File: src/rtl/ps2_rx_fifo.sv
// PS/2 device-to-host receiver: input synchroniser, clock glitch filter, frame FSM
// with parity/stop/timeout checking, and a show-ahead receive FIFO for CPU polling.
module ps2_rx_fifo #(
    parameter int DEPTH_LOG2 = 3,
    parameter int FILTER_LEN = 4,
    parameter int TIMEOUT    = 5000,
    parameter int ERR_CNT_W  = 8
) (
    input  logic                 clk,
    input  logic                 reset,
    input  logic                 ps2_clk,
    input  logic                 ps2_data,
    input  logic                 rdn,
    input  logic                 clr_err,
    output logic [7:0]           data,
    output logic                 ready,
    output logic [DEPTH_LOG2:0]  level,
    output logic                 overflow,
    output logic                 parity_err,
    output logic                 frame_err,
    output logic [ERR_CNT_W-1:0] err_count
);
    localparam int DEPTH = 1 << DEPTH_LOG2;
    localparam int LW    = DEPTH_LOG2 + 1;
    localparam int FW    = (FILTER_LEN > 1) ? $clog2(FILTER_LEN) : 1;
    localparam int TW    = $clog2(TIMEOUT + 1);

    typedef enum logic [1:0] {
        IDLE,
        SHIFT,
        STOP
    } state_t;

    logic [1:0]    clk_sync;
    logic [1:0]    data_sync;
    logic          filt_clk;
    logic [FW-1:0] filt_cnt;
    logic          filt_done;
    logic          sample;

    state_t        state;
    logic [3:0]    bit_cnt;
    logic [8:0]    shreg;
    logic [TW-1:0] tmo_cnt;

    logic          chk_valid;
    logic          chk_par_bad;
    logic          chk_frm_bad;
    logic [7:0]    chk_byte;

    logic [7:0]            mem [DEPTH];
    logic [DEPTH_LOG2-1:0] wptr;
    logic [DEPTH_LOG2-1:0] rptr;
    logic                  pop;
    logic                  push_req;
    logic                  push;
    logic                  err_inc;

    // Idle PS/2 lines are high, so the synchronisers reset to 1 to avoid a phantom edge.
    // NOTE: sequential state uses <= so every register updates from pre-edge values.
    always_ff @(posedge clk or negedge reset) begin
        if (!reset) begin
            clk_sync  <= 2'b11;
            data_sync <= 2'b11;
        end else begin
            clk_sync  <= {clk_sync[0], ps2_clk};
            data_sync <= {data_sync[0], ps2_data};
        end
    end

    assign filt_done = (clk_sync[1] != filt_clk) && (filt_cnt == FW'(FILTER_LEN - 1));
    assign sample    = filt_done && filt_clk;

    always_ff @(posedge clk or negedge reset) begin
        if (!reset) begin
            filt_clk <= 1'b1;
            filt_cnt <= '0;
        end else if (clk_sync[1] == filt_clk) begin
            filt_cnt <= '0;
        end else if (filt_done) begin
            filt_clk <= clk_sync[1];
            filt_cnt <= '0;
        end else begin
            filt_cnt <= filt_cnt + FW'(1);
        end
    end

    // The check stage is registered so pushes and error pulses land one edge after the stop sample.
    always_ff @(posedge clk or negedge reset) begin
        if (!reset) begin
            state       <= IDLE;
            bit_cnt     <= '0;
            shreg       <= '0;
            tmo_cnt     <= '0;
            chk_valid   <= 1'b0;
            chk_par_bad <= 1'b0;
            chk_frm_bad <= 1'b0;
            chk_byte    <= '0;
        end else begin
            chk_valid   <= 1'b0;
            chk_par_bad <= 1'b0;
            chk_frm_bad <= 1'b0;
            case (state)
                IDLE: begin
                    tmo_cnt <= '0;
                    if (sample && !data_sync[1]) begin
                        state   <= SHIFT;
                        bit_cnt <= '0;
                    end
                end
                SHIFT, STOP: begin
                    if (sample) begin
                        tmo_cnt <= '0;
                        if (state == SHIFT) begin
                            shreg   <= {data_sync[1], shreg[8:1]};
                            bit_cnt <= bit_cnt + 4'd1;
                            if (bit_cnt == 4'd8) begin
                                state <= STOP;
                            end
                        end else begin
                            chk_valid   <= 1'b1;
                            chk_par_bad <= ~^shreg;
                            chk_frm_bad <= ~data_sync[1];
                            chk_byte    <= shreg[7:0];
                            state       <= IDLE;
                        end
                    end else if (tmo_cnt == TW'(TIMEOUT - 1)) begin
                        chk_valid   <= 1'b1;
                        chk_frm_bad <= 1'b1;
                        tmo_cnt     <= '0;
                        state       <= IDLE;
                    end else begin
                        tmo_cnt <= tmo_cnt + TW'(1);
                    end
                end
                default: state <= IDLE;
            endcase
        end
    end

    assign ready    = (level != '0);
    assign pop      = !rdn && ready;
    assign push_req = chk_valid && !chk_par_bad && !chk_frm_bad;
    assign push     = push_req && ((level < LW'(DEPTH)) || pop);
    assign err_inc  = chk_valid && (chk_par_bad || chk_frm_bad);
    assign data     = ready ? mem[rptr] : 8'h00;

    // NOTE: the storage array has no reset; level and the pointers alone say which entries are valid.
    always_ff @(posedge clk) begin
        if (push) begin
            mem[wptr] <= chk_byte;
        end
    end

    always_ff @(posedge clk or negedge reset) begin
        if (!reset) begin
            wptr       <= '0;
            rptr       <= '0;
            level      <= '0;
            overflow   <= 1'b0;
            parity_err <= 1'b0;
            frame_err  <= 1'b0;
            err_count  <= '0;
        end else begin
            parity_err <= chk_valid && chk_par_bad;
            frame_err  <= chk_valid && chk_frm_bad;

            if (push) begin
                wptr <= wptr + DEPTH_LOG2'(1);
            end
            if (pop) begin
                rptr <= rptr + DEPTH_LOG2'(1);
            end
            case ({push, pop})
                2'b10:   level <= level + LW'(1);
                2'b01:   level <= level - LW'(1);
                default: level <= level;
            endcase

            if (push_req && !push) begin
                overflow <= 1'b1;
            end else if (pop || clr_err) begin
                overflow <= 1'b0;
            end

            // An increment coinciding with a clear leaves exactly one error counted.
            if (err_inc) begin
                if (clr_err) begin
                    err_count <= ERR_CNT_W'(1);
                end else if (err_count != '1) begin
                    err_count <= err_count + ERR_CNT_W'(1);
                end
            end else if (clr_err) begin
                err_count <= '0;
            end
        end
    end

endmodule

File: config.mk
export PLATFORM = sky130hd
export DESIGN_NAME = ps2_rx_fifo
export DESIGN_NICKNAME = d
export VERILOG_FILES = /design/src/rtl/ps2_rx_fifo.sv
export SDC_FILE = /design/constraint.sdc
export NUM_CORES = 1
export LEC_CHECK = 0
export ABC_CLOCK_PERIOD_IN_PS = 7700
export BUFFER_PORTS_ARGS = -buffer_cell sky130_fd_sc_hd__buf_2
export CAP_MARGIN = 20
export CORE_ASPECT_RATIO = 0.5
export CORE_MARGIN = 2
export CORE_UTILIZATION = 40
export CTS_BUF_LIST = sky130_fd_sc_hd__clkbuf_4
export CTS_CLUSTER_SIZE = 16
export DETAILED_ROUTE_END_ITERATION = 16
export SYNTH_ARGS = -nofsm -noshare
export SYNTH_HDL_FRONTEND = slang
export SYNTH_SLANG_ARGS = --single-unit
File: constraint.sdc
create_clock -name clk -period 7.7 [get_ports clk]
set_input_delay 0.385 -clock clk [delete_from_list [all_inputs] [get_ports clk]]
set_output_delay 0.385 -clock clk [all_outputs]
set_load 0.05 [all_outputs]
==> metrics.txt <==
routability cong.=around 0.75; largest net degree at the start of global routing=~70; Netlist cell types=45; clock share of power=0.299; dpl ws=between 4 and 5 ns; Num Clock Sinks=around 130; GRT Total Usage=0.1416; minimum clock period after layout=2.698 ns; final worst-path cycle share=0.3504; RSZ-0062 raised after global routing=false; Syn Area/Cell=~14 um^2; DR vias/cell=approximately 4.9; vias in the first global route=around 3100; FFs w/ async S/R, synth=0.5115; grt peak-use layer=met2; worst-path maximum fanout=16; Max Freq=~370 MHz; Residual DRC=0; post-detailed-route count of antenna-violating nets=0; Syn. warnings=0; DIE WIDTH=~170 um; Max-cap violations=0; CTS tree=done; First DRT Iteration DRCs=between 200 and 300; CTS Buf Count=17; GRT met3 Usage=0.04112; sw frac=0.3317; antenna cells=0; outcome=complete, no violations; I/O Pins=30; Post-Route Setup TNS=0 ns; drt pass-1 iters=5; Sw Pwr=~0.59 mW; met2 Use GR=0.2243; WL/cell=14.76 um; first-pass GRT wire length=15.93 mm; Sequential Power Share=0.466; area growth from synthesis to layout=13.26%; Pint=1.190 mW; CTS Root Cell=clkbuf_4; # resized after CTS=0; EDFF count, synth=64; Critical Path AT=about 2.3 ns; relative slew slack=0.3993; CP Launch Point=rptr[0]$_DFFE_PN0P_; maximum VDD drop=approximately 120 uV; Hold Fails Final Rpt=0; Chip Height=around 88 um; PwrDens=about 280 nW/um^2; hpwl dp=about 6.1 mm; top_reg_cell synth=edfxtp_1; FF-to-FF setup slack=roughly 5.4 ns; worst-margin pin slew=around 0.9 ns; worst reg-to-reg path cell count=9; Cells after Synth=390; met1 Use GR=0.1901; Synth Register Bits=131; reg2reg end=level[2]$_DFFE_PN0P_; post-synthesis net count=slightly above 400; most area-hungry cell type in the Yosys netlist=edfxtp_1; Die ar.=14980 um^2; input/output buffers=29; crit end category=primary output; post-synthesis sequential area ratio=0.6455; gr ovfl total=0; fin nets=455; critical path capture point=data[1]; DR vias=~3100; Slew Viols, Final=0; Pleak=2.576 nW; R2R Path Start=level[1]$_DFFE_PN0P_; Worst setup SP type=flop; Max clock buf depth=2; final setup violation count=0; initial antenna violation count=0; Post-Route Skew=between 0.015 and 0.02 ns; most numerous cell in the Yosys netlist=edfxtp_1; Post-Syn Area=roughly 5600 um^2; postcts setup bufs=0; share of layout cells above drive strength 1=0.2517; Initial Util=0.4110; WP data required=between 7 and 8 ns; Commonest cells post-synth=edfxtp_1 (64), dfrtp_1 (62), nor2_1 (41); Clk pin slew, worst setup/hold paths=0.12 ns; FP Rows=30; worst setup margin=5.002 ns; overall routed net length=9.459 mm; Gate power share=0.235; area of the core=13590 um^2; worst skew pair latency=0.52 ns; Synth top area share=0.3442; worst hold path type=primary input to asynchronous set/reset pin; crit path kind=flop to primary output; dominant cells by area after synthesis=edfxtp_1 (34%), dfrtp_1 (28%), mux4_2 (6.5%); H-tree Lvls=4
## placed cells by master (no fill, tap or decap), drive strengths merged, types with 2 or more instances in the layout
cell	synthesis	final
nand3b	3	3
nand2b	4	4
nor2b	2	2
mux4	16	16
ha	13	13
clkbuf	5	18
nor3	9	9
xor2	17	17
edfxtp	64	64
mux2i	9	9
and2	2	2
a211oi	3	3
nor2	43	43
and3	5	5
bufinv	0	4
nand2	27	27
clkinv	0	4
inv	11	16
nand4	4	4
o21ai	12	12
nand3	14	14
xnor2	13	13
buf	4	34
dfrtp	62	62
dfstp	5	5
a21oi	4	4
or3	2	2
nor4	4	4
dlygate4sd3	0	2
mux2	20	20
## per-layer routing
metal	up-vias	routed length, um
li1	1518	-
met1	1579	4618
met2	32	4433
met3	9	291
met4	0	115
met5	-	0
## logic make-up after synthesis
family,count (synthesis),synth area share
AOI/OAI and AO/OA,27,0.03092
xor gates and xnor gates,30,0.04705
DFF,131,0.6455
buffers and inverters,20,0.01389
adders and majority gates,13,0.02913
and+or+nand+nor,124,0.1125
muxes,45,0.1210
## worst max-delay path: stages, from the launching register on
cell and delay (ns):
dfrtp_1 0.44, buf_4 0.35, mux4_2 0.55, mux2i_1 0.19
nor2_1 0.06, buf_2 0.21
## per-stage QoR
step	util	total power [mW]	instance area [um^2]	instances	hold WS (ns)
after floorplan	-	1.171	5584	390	0.08941
after global placement	0.4389	1.267	5963	606	0.3456
after detailed placement	0.4389	1.271	5963	606	0.3472
after CTS	0.4649	1.802	6317	640	0.06028
after global routing	0.4655	1.873	6325	641	0.08023
final	0.4655	1.781	6325	641	0.04785
## area by class of cell
cell class	count	area, um^2
multi-input cells	239	1902
fillers	1228	7263
well taps	192	240.2
flip-flops and latches	131	3605
inverters	11	41.29
clock buffers	18	135.1
repair buffers	36	202.7
clock inverters	14	198.9
## power groups by stage
stage | Sequential (mW) | Clock (mW) | Combinational (mW)
2_1_floorplan | 0.844 | 0 | 0.327
3_3_place_gp | 0.846 | 0 | 0.421
6_report | 0.831 | 0.532 | 0.419
3_5_place_dp | 0.848 | 0 | 0.422
5_1_grt | 0.842 | 0.580 | 0.451
4_1_cts | 0.834 | 0.545 | 0.424
## sequential cells by signal, summed over array words and instances (netlist names), 2 cells and up
register / count
bit_cnt: 4
chk_byte: 8
clk_sync: 2
data_sync: 2
err_count: 8
filt_cnt: 2
level: 4
mem: 64
rptr: 3
shreg: 9
state: 2
tmo_cnt: 13
wptr: 3
## worst min path at each step
stage                      startpoint                       end  slack (ns)  cells past startpoint
2_1_floorplan                   reset    bit_cnt[0]$_DFFE_PN0P_        0.09                      0
3_3_place_gp    clk_sync[0]$_DFF_PN1_     clk_sync[1]$_DFF_PN1_        0.35                      0
3_5_place_dp   data_sync[0]$_DFF_PN1_    data_sync[1]$_DFF_PN1_        0.35                      0
4_1_cts                         reset    bit_cnt[2]$_DFFE_PN0P_        0.06                      2
5_1_grt                       clr_err  err_count[2]$_DFFE_PN0P_        0.08                      2
6_report                        reset    bit_cnt[2]$_DFFE_PN0P_        0.05                      2
## repair_timing
action                                  4_1_cts  5_1_grt
hold buffers                                  2        0
hold endpoints to repair                      2        0
endpoints found under the setup margin        0        0
No activity file was read; power rests on OpenSTA's default activity.
